[config.mk]
export PLATFORM = sky130hd
export DESIGN_NAME = vram_arbiter_flat
export DESIGN_NICKNAME = d
export VERILOG_FILES = /design/src/rtl/vram_arbiter_if.sv /design/src/rtl/vram_arbiter.sv /design/src/flat_wrapper.sv
export SDC_FILE = /design/constraint.sdc
export NUM_CORES = 1
export LEC_CHECK = 0
export ABC_CLOCK_PERIOD_IN_PS = 2500
export BUFFER_PORTS_ARGS = -buffer_cell sky130_fd_sc_hd__buf_2
export CELL_PAD_IN_SITES_DETAIL_PLACEMENT = 1
export CELL_PAD_IN_SITES_GLOBAL_PLACEMENT = 1
export CORE_ASPECT_RATIO = 0.75
export CORE_MARGIN = 1
export CORE_UTILIZATION = 30
export CTS_CLUSTER_SIZE = 40
export DETAILED_ROUTE_END_ITERATION = 10
export HOLD_SLACK_MARGIN = 0.05
export PLACE_DENSITY = 0.79
export SKIP_LAST_GASP = 1
export SLEW_MARGIN = 10
export SYNTH_ARGS = -nofsm -noshare
export SYNTH_HDL_FRONTEND = slang
export SYNTH_SLANG_ARGS = --single-unit
[constraint.sdc]
create_clock -name sys_clk_i -period 2.5 [get_ports sys_clk_i]
set_clock_uncertainty 0.1 [all_clocks]
set_input_delay 0.25 -clock sys_clk_i [delete_from_list [all_inputs] [get_ports sys_clk_i]]
set_output_delay 0.25 -clock sys_clk_i [all_outputs]
set_load 0.02 [all_outputs]
[src/rtl/vram_arbiter_if.sv]
// Screen-RAM arbiter bus bundle: video fetch, CPU I/O and single RAM port.
// slave is the arbiter's view; master is the surrounding system.
interface vram_arbiter_if #(
    parameter int unsigned AW = 13,
    parameter int unsigned DW = 8,
    parameter int unsigned SW = 16
);
    logic          vid_req_i;
    logic [AW-1:0] vid_addr_i;
    logic [DW-1:0] vid_data_o;
    logic          vid_valid_o;

    logic          cpu_wr_i;
    logic          cpu_rd_i;
    logic [AW-1:0] cpu_addr_i;
    logic [DW-1:0] cpu_dat_i;
    logic [DW-1:0] cpu_dat_o;
    logic          cpu_busy_o;
    logic          cpu_valid_o;
    logic          overrun_o;
    logic [SW-1:0] stall_cnt_o;

    logic [AW-1:0] ram_addr_o;
    logic          ram_we_o;
    logic [DW-1:0] ram_dat_o;
    logic [DW-1:0] ram_dat_i;

    modport slave (
        input  vid_req_i, vid_addr_i, cpu_wr_i, cpu_rd_i, cpu_addr_i, cpu_dat_i, ram_dat_i,
        output vid_data_o, vid_valid_o, cpu_dat_o, cpu_busy_o, cpu_valid_o, overrun_o,
               stall_cnt_o, ram_addr_o, ram_we_o, ram_dat_o
    );

    modport master (
        output vid_req_i, vid_addr_i, cpu_wr_i, cpu_rd_i, cpu_addr_i, cpu_dat_i, ram_dat_i,
        input  vid_data_o, vid_valid_o, cpu_dat_o, cpu_busy_o, cpu_valid_o, overrun_o,
               stall_cnt_o, ram_addr_o, ram_we_o, ram_dat_o
    );
endinterface

[src/rtl/vram_arbiter.sv]
// Single-port screen-RAM arbiter: video fetches always win, CPU ops wait
// in PEND for a free slot and expose busy/valid/overrun/stall status.
module vram_arbiter #(
    parameter int unsigned AW = 13,
    parameter int unsigned DW = 8,
    parameter int unsigned SW = 16
) (
    input logic           sys_clk_i,
    input logic           sys_rst_i,
    vram_arbiter_if.slave bus
);

    typedef enum logic [1:0] {StIdle, StPend, StRdata} state_e;

    state_e        state_q, state_d;
    logic          op_we_q, op_we_d;
    logic [AW-1:0] addr_q, addr_d;
    logic [DW-1:0] wdat_q, wdat_d;
    logic [DW-1:0] cpu_dat_q, cpu_dat_d;
    logic          cpu_valid_q, cpu_valid_d;
    logic          overrun_q, overrun_d;
    logic [SW-1:0] stall_q, stall_d;
    logic          vid_pend_q;
    logic          vid_valid_q;
    logic [DW-1:0] vid_data_q;
    logic          cpu_we;
    logic          strobe;

    assign strobe = bus.cpu_wr_i | bus.cpu_rd_i;

    always_comb begin
        state_d     = state_q;
        op_we_d     = op_we_q;
        addr_d      = addr_q;
        wdat_d      = wdat_q;
        cpu_dat_d   = cpu_dat_q;
        cpu_valid_d = cpu_valid_q;
        overrun_d   = overrun_q;
        stall_d     = stall_q;
        cpu_we      = 1'b0;
        unique case (state_q)
            StIdle: begin
                if (strobe) begin
                    // Write wins a simultaneous read; the read is dropped silently.
                    op_we_d     = bus.cpu_wr_i;
                    addr_d      = bus.cpu_addr_i;
                    wdat_d      = bus.cpu_wr_i ? bus.cpu_dat_i : wdat_q;
                    cpu_valid_d = 1'b0;
                    state_d     = StPend;
                end
            end
            StPend: begin
                if (strobe) overrun_d = 1'b1;
                if (bus.vid_req_i) begin
                    if (stall_q != '1) stall_d = stall_q + SW'(1);
                end else if (op_we_q) begin
                    cpu_we  = 1'b1;
                    state_d = StIdle;
                end else begin
                    state_d = StRdata;
                end
            end
            StRdata: begin
                if (strobe) overrun_d = 1'b1;
                cpu_dat_d   = bus.ram_dat_i;
                cpu_valid_d = 1'b1;
                state_d     = StIdle;
            end
            default: state_d = StIdle;
        endcase
    end

    // Video owns the port whenever it asks; the CPU only drives it from PEND otherwise.
    assign bus.ram_addr_o  = bus.vid_req_i ? bus.vid_addr_i : addr_q;
    assign bus.ram_we_o    = cpu_we & ~sys_rst_i;
    assign bus.ram_dat_o   = wdat_q;

    assign bus.vid_data_o  = vid_data_q;
    assign bus.vid_valid_o = vid_valid_q;
    assign bus.cpu_dat_o   = cpu_dat_q;
    assign bus.cpu_busy_o  = (state_q != StIdle);
    assign bus.cpu_valid_o = cpu_valid_q;
    assign bus.overrun_o   = overrun_q;
    assign bus.stall_cnt_o = stall_q;

    always_ff @(posedge sys_clk_i) begin
        if (sys_rst_i) begin
            state_q     <= StIdle;
            op_we_q     <= 1'b0;
            addr_q      <= '0;
            wdat_q      <= '0;
            cpu_dat_q   <= '0;
            cpu_valid_q <= 1'b0;
            overrun_q   <= 1'b0;
            stall_q     <= '0;
            vid_pend_q  <= 1'b0;
            vid_valid_q <= 1'b0;
            vid_data_q  <= '0;
        end else begin
            state_q     <= state_d;
            op_we_q     <= op_we_d;
            addr_q      <= addr_d;
            wdat_q      <= wdat_d;
            cpu_dat_q   <= cpu_dat_d;
            cpu_valid_q <= cpu_valid_d;
            overrun_q   <= overrun_d;
            stall_q     <= stall_d;
            vid_pend_q  <= bus.vid_req_i;
            vid_valid_q <= vid_pend_q;
            if (vid_pend_q) vid_data_q <= bus.ram_dat_i;
        end
    end

endmodule

[src/flat_wrapper.sv]
// flat-port wrapper written by rule: the top's interface ports become plain ports
module vram_arbiter_flat 
#(
    parameter int unsigned AW = 13,
    parameter int unsigned DW = 8,
    parameter int unsigned SW = 16
)
  (sys_clk_i, sys_rst_i, bus_vid_req_i, bus_vid_addr_i, bus_cpu_wr_i, bus_cpu_rd_i, bus_cpu_addr_i, bus_cpu_dat_i, bus_ram_dat_i, bus_vid_data_o, bus_vid_valid_o, bus_cpu_dat_o, bus_cpu_busy_o, bus_cpu_valid_o, bus_overrun_o, bus_stall_cnt_o, bus_ram_addr_o, bus_ram_we_o, bus_ram_dat_o);
  vram_arbiter_if #(.AW(AW), .DW(DW), .SW(SW)) bus_i ();
  input logic sys_clk_i;
  input logic sys_rst_i;
  input wire logic [$bits(bus_i.vid_req_i)-1:0] bus_vid_req_i;
  input wire logic [$bits(bus_i.vid_addr_i)-1:0] bus_vid_addr_i;
  input wire logic [$bits(bus_i.cpu_wr_i)-1:0] bus_cpu_wr_i;
  input wire logic [$bits(bus_i.cpu_rd_i)-1:0] bus_cpu_rd_i;
  input wire logic [$bits(bus_i.cpu_addr_i)-1:0] bus_cpu_addr_i;
  input wire logic [$bits(bus_i.cpu_dat_i)-1:0] bus_cpu_dat_i;
  input wire logic [$bits(bus_i.ram_dat_i)-1:0] bus_ram_dat_i;
  output wire logic [$bits(bus_i.vid_data_o)-1:0] bus_vid_data_o;
  output wire logic [$bits(bus_i.vid_valid_o)-1:0] bus_vid_valid_o;
  output wire logic [$bits(bus_i.cpu_dat_o)-1:0] bus_cpu_dat_o;
  output wire logic [$bits(bus_i.cpu_busy_o)-1:0] bus_cpu_busy_o;
  output wire logic [$bits(bus_i.cpu_valid_o)-1:0] bus_cpu_valid_o;
  output wire logic [$bits(bus_i.overrun_o)-1:0] bus_overrun_o;
  output wire logic [$bits(bus_i.stall_cnt_o)-1:0] bus_stall_cnt_o;
  output wire logic [$bits(bus_i.ram_addr_o)-1:0] bus_ram_addr_o;
  output wire logic [$bits(bus_i.ram_we_o)-1:0] bus_ram_we_o;
  output wire logic [$bits(bus_i.ram_dat_o)-1:0] bus_ram_dat_o;
  assign bus_i.vid_req_i = bus_vid_req_i;
  assign bus_i.vid_addr_i = bus_vid_addr_i;
  assign bus_i.cpu_wr_i = bus_cpu_wr_i;
  assign bus_i.cpu_rd_i = bus_cpu_rd_i;
  assign bus_i.cpu_addr_i = bus_cpu_addr_i;
  assign bus_i.cpu_dat_i = bus_cpu_dat_i;
  assign bus_i.ram_dat_i = bus_ram_dat_i;
  assign bus_vid_data_o = bus_i.vid_data_o;
  assign bus_vid_valid_o = bus_i.vid_valid_o;
  assign bus_cpu_dat_o = bus_i.cpu_dat_o;
  assign bus_cpu_busy_o = bus_i.cpu_busy_o;
  assign bus_cpu_valid_o = bus_i.cpu_valid_o;
  assign bus_overrun_o = bus_i.overrun_o;
  assign bus_stall_cnt_o = bus_i.stall_cnt_o;
  assign bus_ram_addr_o = bus_i.ram_addr_o;
  assign bus_ram_we_o = bus_i.ram_we_o;
  assign bus_ram_dat_o = bus_i.ram_dat_o;
  vram_arbiter #(.AW(AW), .DW(DW), .SW(SW)) u_core (.sys_clk_i(sys_clk_i), .sys_rst_i(sys_rst_i), .bus(bus_i));
endmodule
==> results.md <==
- Overall power: 0.00244 W
- Slew HR: 0.263
- Vias in the first global route: 2344
- Synth top area cells: dfxtp_1 (47%), a21oi_1 (6.8%), mux2_2 (6.5%), nand2_1 (6.3%), mux2i_1 (6.2%)
- Synth Net Count: 343
- Share of the synthesized area in the top cell type: 0.466
- Fin crit share: 0.842
- Flop-to-flop setup slack: 400 ps
- Routed vias/inst: 4.87
- Initial Util: 0.319
- RR Endpoint: u_core.bus.stall_cnt_o[15]$_SDFFE_PP0P_
- Setup crit start kind: flip-flop
- Peak VDD IR: 0.000371 V
- Synth cell count leaders: dfxtp_1 (60), nand2_1 (43), a21oi_1 (35)
- Iteration-0 DRC Markers: 43
- Mapped Area: 2580 um2
- Post-CTS Setup Inserts: 0
- Post-synth EDFFs: 0
- Routability cong.: 0.796
- # clock sinks: 60
- Total GRT Usage: 0.158
- Min-delay src: bus_cpu_addr_i[9]
- Hold Crit Class: input pin to flip-flop
- Final setup vio count: 0
- Place WS: 394 ps
- Inserted Clock Buffers: 9
- Die width: 109 um
- Worst hold slack: 71.4 ps
- ANT nets after route: 0
- CP startpoint: u_core.state_q[1]$_SDFFE_PP0P_
- PortBufs: 104
- RSZ-0062 raised after global routing: no
- Gate Count Post-Synth: 292
- First-pass GRT wire length: 10900 um
- Synth warn: 0
- Average wire per standard cell: 13.9 um
- Via Count: 2449
- Area delta synth->final: 33.7%
- CP Data Required Time: 2640 ps
- Seq/Total Area, Yosys: 0.466
- Status: finished clean
- Pwr/cell area: 708 nW/um2
- Clk pin slew, worst setup/hold paths: 50 ps
- DRC violations left: 0
- Worst skew pair latency: 310 ps
- Arrival @ worst endpoint: 2250 ps
- Final hold violation count: 0
- Final net count: 446
- Num rows: 28
- Worst reg-to-reg path cell count: 6
- Crit. End Element: flip-flop
- Core Area: 8090 um2
- Post-synth top area cell: dfxtp_1
- Critical path class: flip-flop to flip-flop
- Pin count of the biggest net entering global routing: 40
- Antenna violations before repair: 0
- Global route overflow: 0
- Max-cap viol count: 0
- Fillers: 980
- Synth async-reset ratio: 0
- Register bit total from synthesis: 60
- Die H: 82.3 um
- Hold Buf Count CTS: 0
- Flip-flop and latch area: 1200 um2
- Area occupied by multi-input gates: 1280 um2
- Worst-path fanout max: 8
- Slew @ Worst Pin: 1100 ps
- Share of layout cells above drive strength 1: 0.367
- Final max-slew violation count: 0
- TritonCTS clock tree: done
- Hpwl dp: 5070 um
- Final WL: 6990 um
- Antenna cells: 0
- 1st-pass router iterations: 4
- Final WS setup: 396 ps
- Leakage power figure: 1.53 nW
- Max Root-Sink Buffers: 2
- # IOs: 105
- Synth unique cells: 37
- Top FF cell, synth: dfxtp_1
- Clock Root Buffer: clkbuf_16
- Fmax: 0.475 GHz
- Crit path time final: 2100 ps
- R2R Path Start: u_core.state_q[1]$_SDFFE_PP0P_
- Setup TNS: 0 ps
- H-Tree Depth: 3
- Most frequent cell after synthesis: dfxtp_1
- Resized Gates After CTS: 0
- Die Area: 8980 um2
- Syn avg cell area: 8.84 um2
- Critical path capture point: u_core.bus.stall_cnt_o[15]$_SDFFE_PP0P_
[worst min-delay path by stage]
stage | slack, ps | cells after the start | end
3_5_place_dp | 350 | 2 | u_core.bus.overrun_o$_SDFFE_PP0P_
6_report | 70 | 3 | u_core.addr_q[9]$_SDFFE_PP0P_
4_1_cts | 60 | 3 | u_core.addr_q[9]$_SDFFE_PP0P_
5_1_grt | 70 | 3 | u_core.addr_q[8]$_SDFFE_PP0P_
3_3_place_gp | 340 | 2 | u_core.bus.ram_dat_o[6]$_SDFFE_PP0P_
2_1_floorplan | 290 | 2 | u_core.addr_q[0]$_SDFFE_PP0P_
[sequential cells by signal (all words and copies together), names as in the netlist]
register,cells
u_core.bus.vid_data_o,8
u_core.bus.ram_dat_o,8
u_core.bus.vid_valid_o,1
u_core.op_we_q,1
u_core.addr_q,13
u_core.bus.cpu_dat_o,8
u_core.vid_pend_q,1
u_core.state_q,2
u_core.bus.stall_cnt_o,16
u_core.bus.cpu_valid_o,1
u_core.bus.overrun_o,1
[final cells by class]
cell class / count / share of cell area
Clock buffer: 11 / 0.0704
Clock inverter: 3 / 0.00435
Inverter: 4 / 0.00435
Multi-Input combinational cell: 210 / 0.371
Sequential cell: 60 / 0.348
Tap cell: 105 / 0.0381
Timing Repair Buffer: 110 / 0.164
[per-stage QoR]
step	std cells	utilization	area, um2
6_report	503	0.426	3450
5_1_grt	503	0.426	3450
4_1_cts	503	0.426	3450
3_5_place_dp	489	0.394	3190
3_3_place_gp	489	0.394	3190
2_1_floorplan	292	-	2580
[worst max-delay path, cell delays in order, from the launching register on]
cell and delay, ps:
dfxtp_1 320, inv_1 80, ha_1 240, nand3_1 90, or4_1 550, or4_1 510, a21oi_1 140
[layout by cell type (no fill, tap or decap), drive strengths merged, types with 4 or more instances in the layout]
master and count:
dfxtp 60, buf 110, a21oi 35, or3 6, o21ai 7, inv 4
clkbuf 11, mux2 15, nand3 15, nand4 4, nor2b 4, mux2i 16
o31ai 6, or4 6, nand2 43, nor2 26, ha 4
[kinds of logic after synthesis]
group | after synthesis | share of synthesized area
xor+xnor | 1 | 0.00340
simple gates | 121 | 0.230
mux | 31 | 0.128
fa+ha+maj | 4 | 0.0194
flops | 60 | 0.466
buf+inv | 22 | 0.0388
compound gates | 53 | 0.115
[where the power goes]
part	total (W)	switching, W	internal [W]
combinational	0.000333	0.000200	0.000134
clock	0.00107	0.000393	0.000679
sequential	0.00104	0.0000294	0.00101
total	0.00244	0.000623	0.00182
[layer usage]
layer / global-route usage / up-vias / wire length (um)
met5: 0 / - / 0
met4: 0.0608 / 0 / 91
li1: - / 1229 / -
met1: 0.183 / 1143 / 3110
met2: 0.268 / 68 / 3250
met3: 0.0597 / 9 / 541
Note: power is estimated with default switching activity, not from simulation.
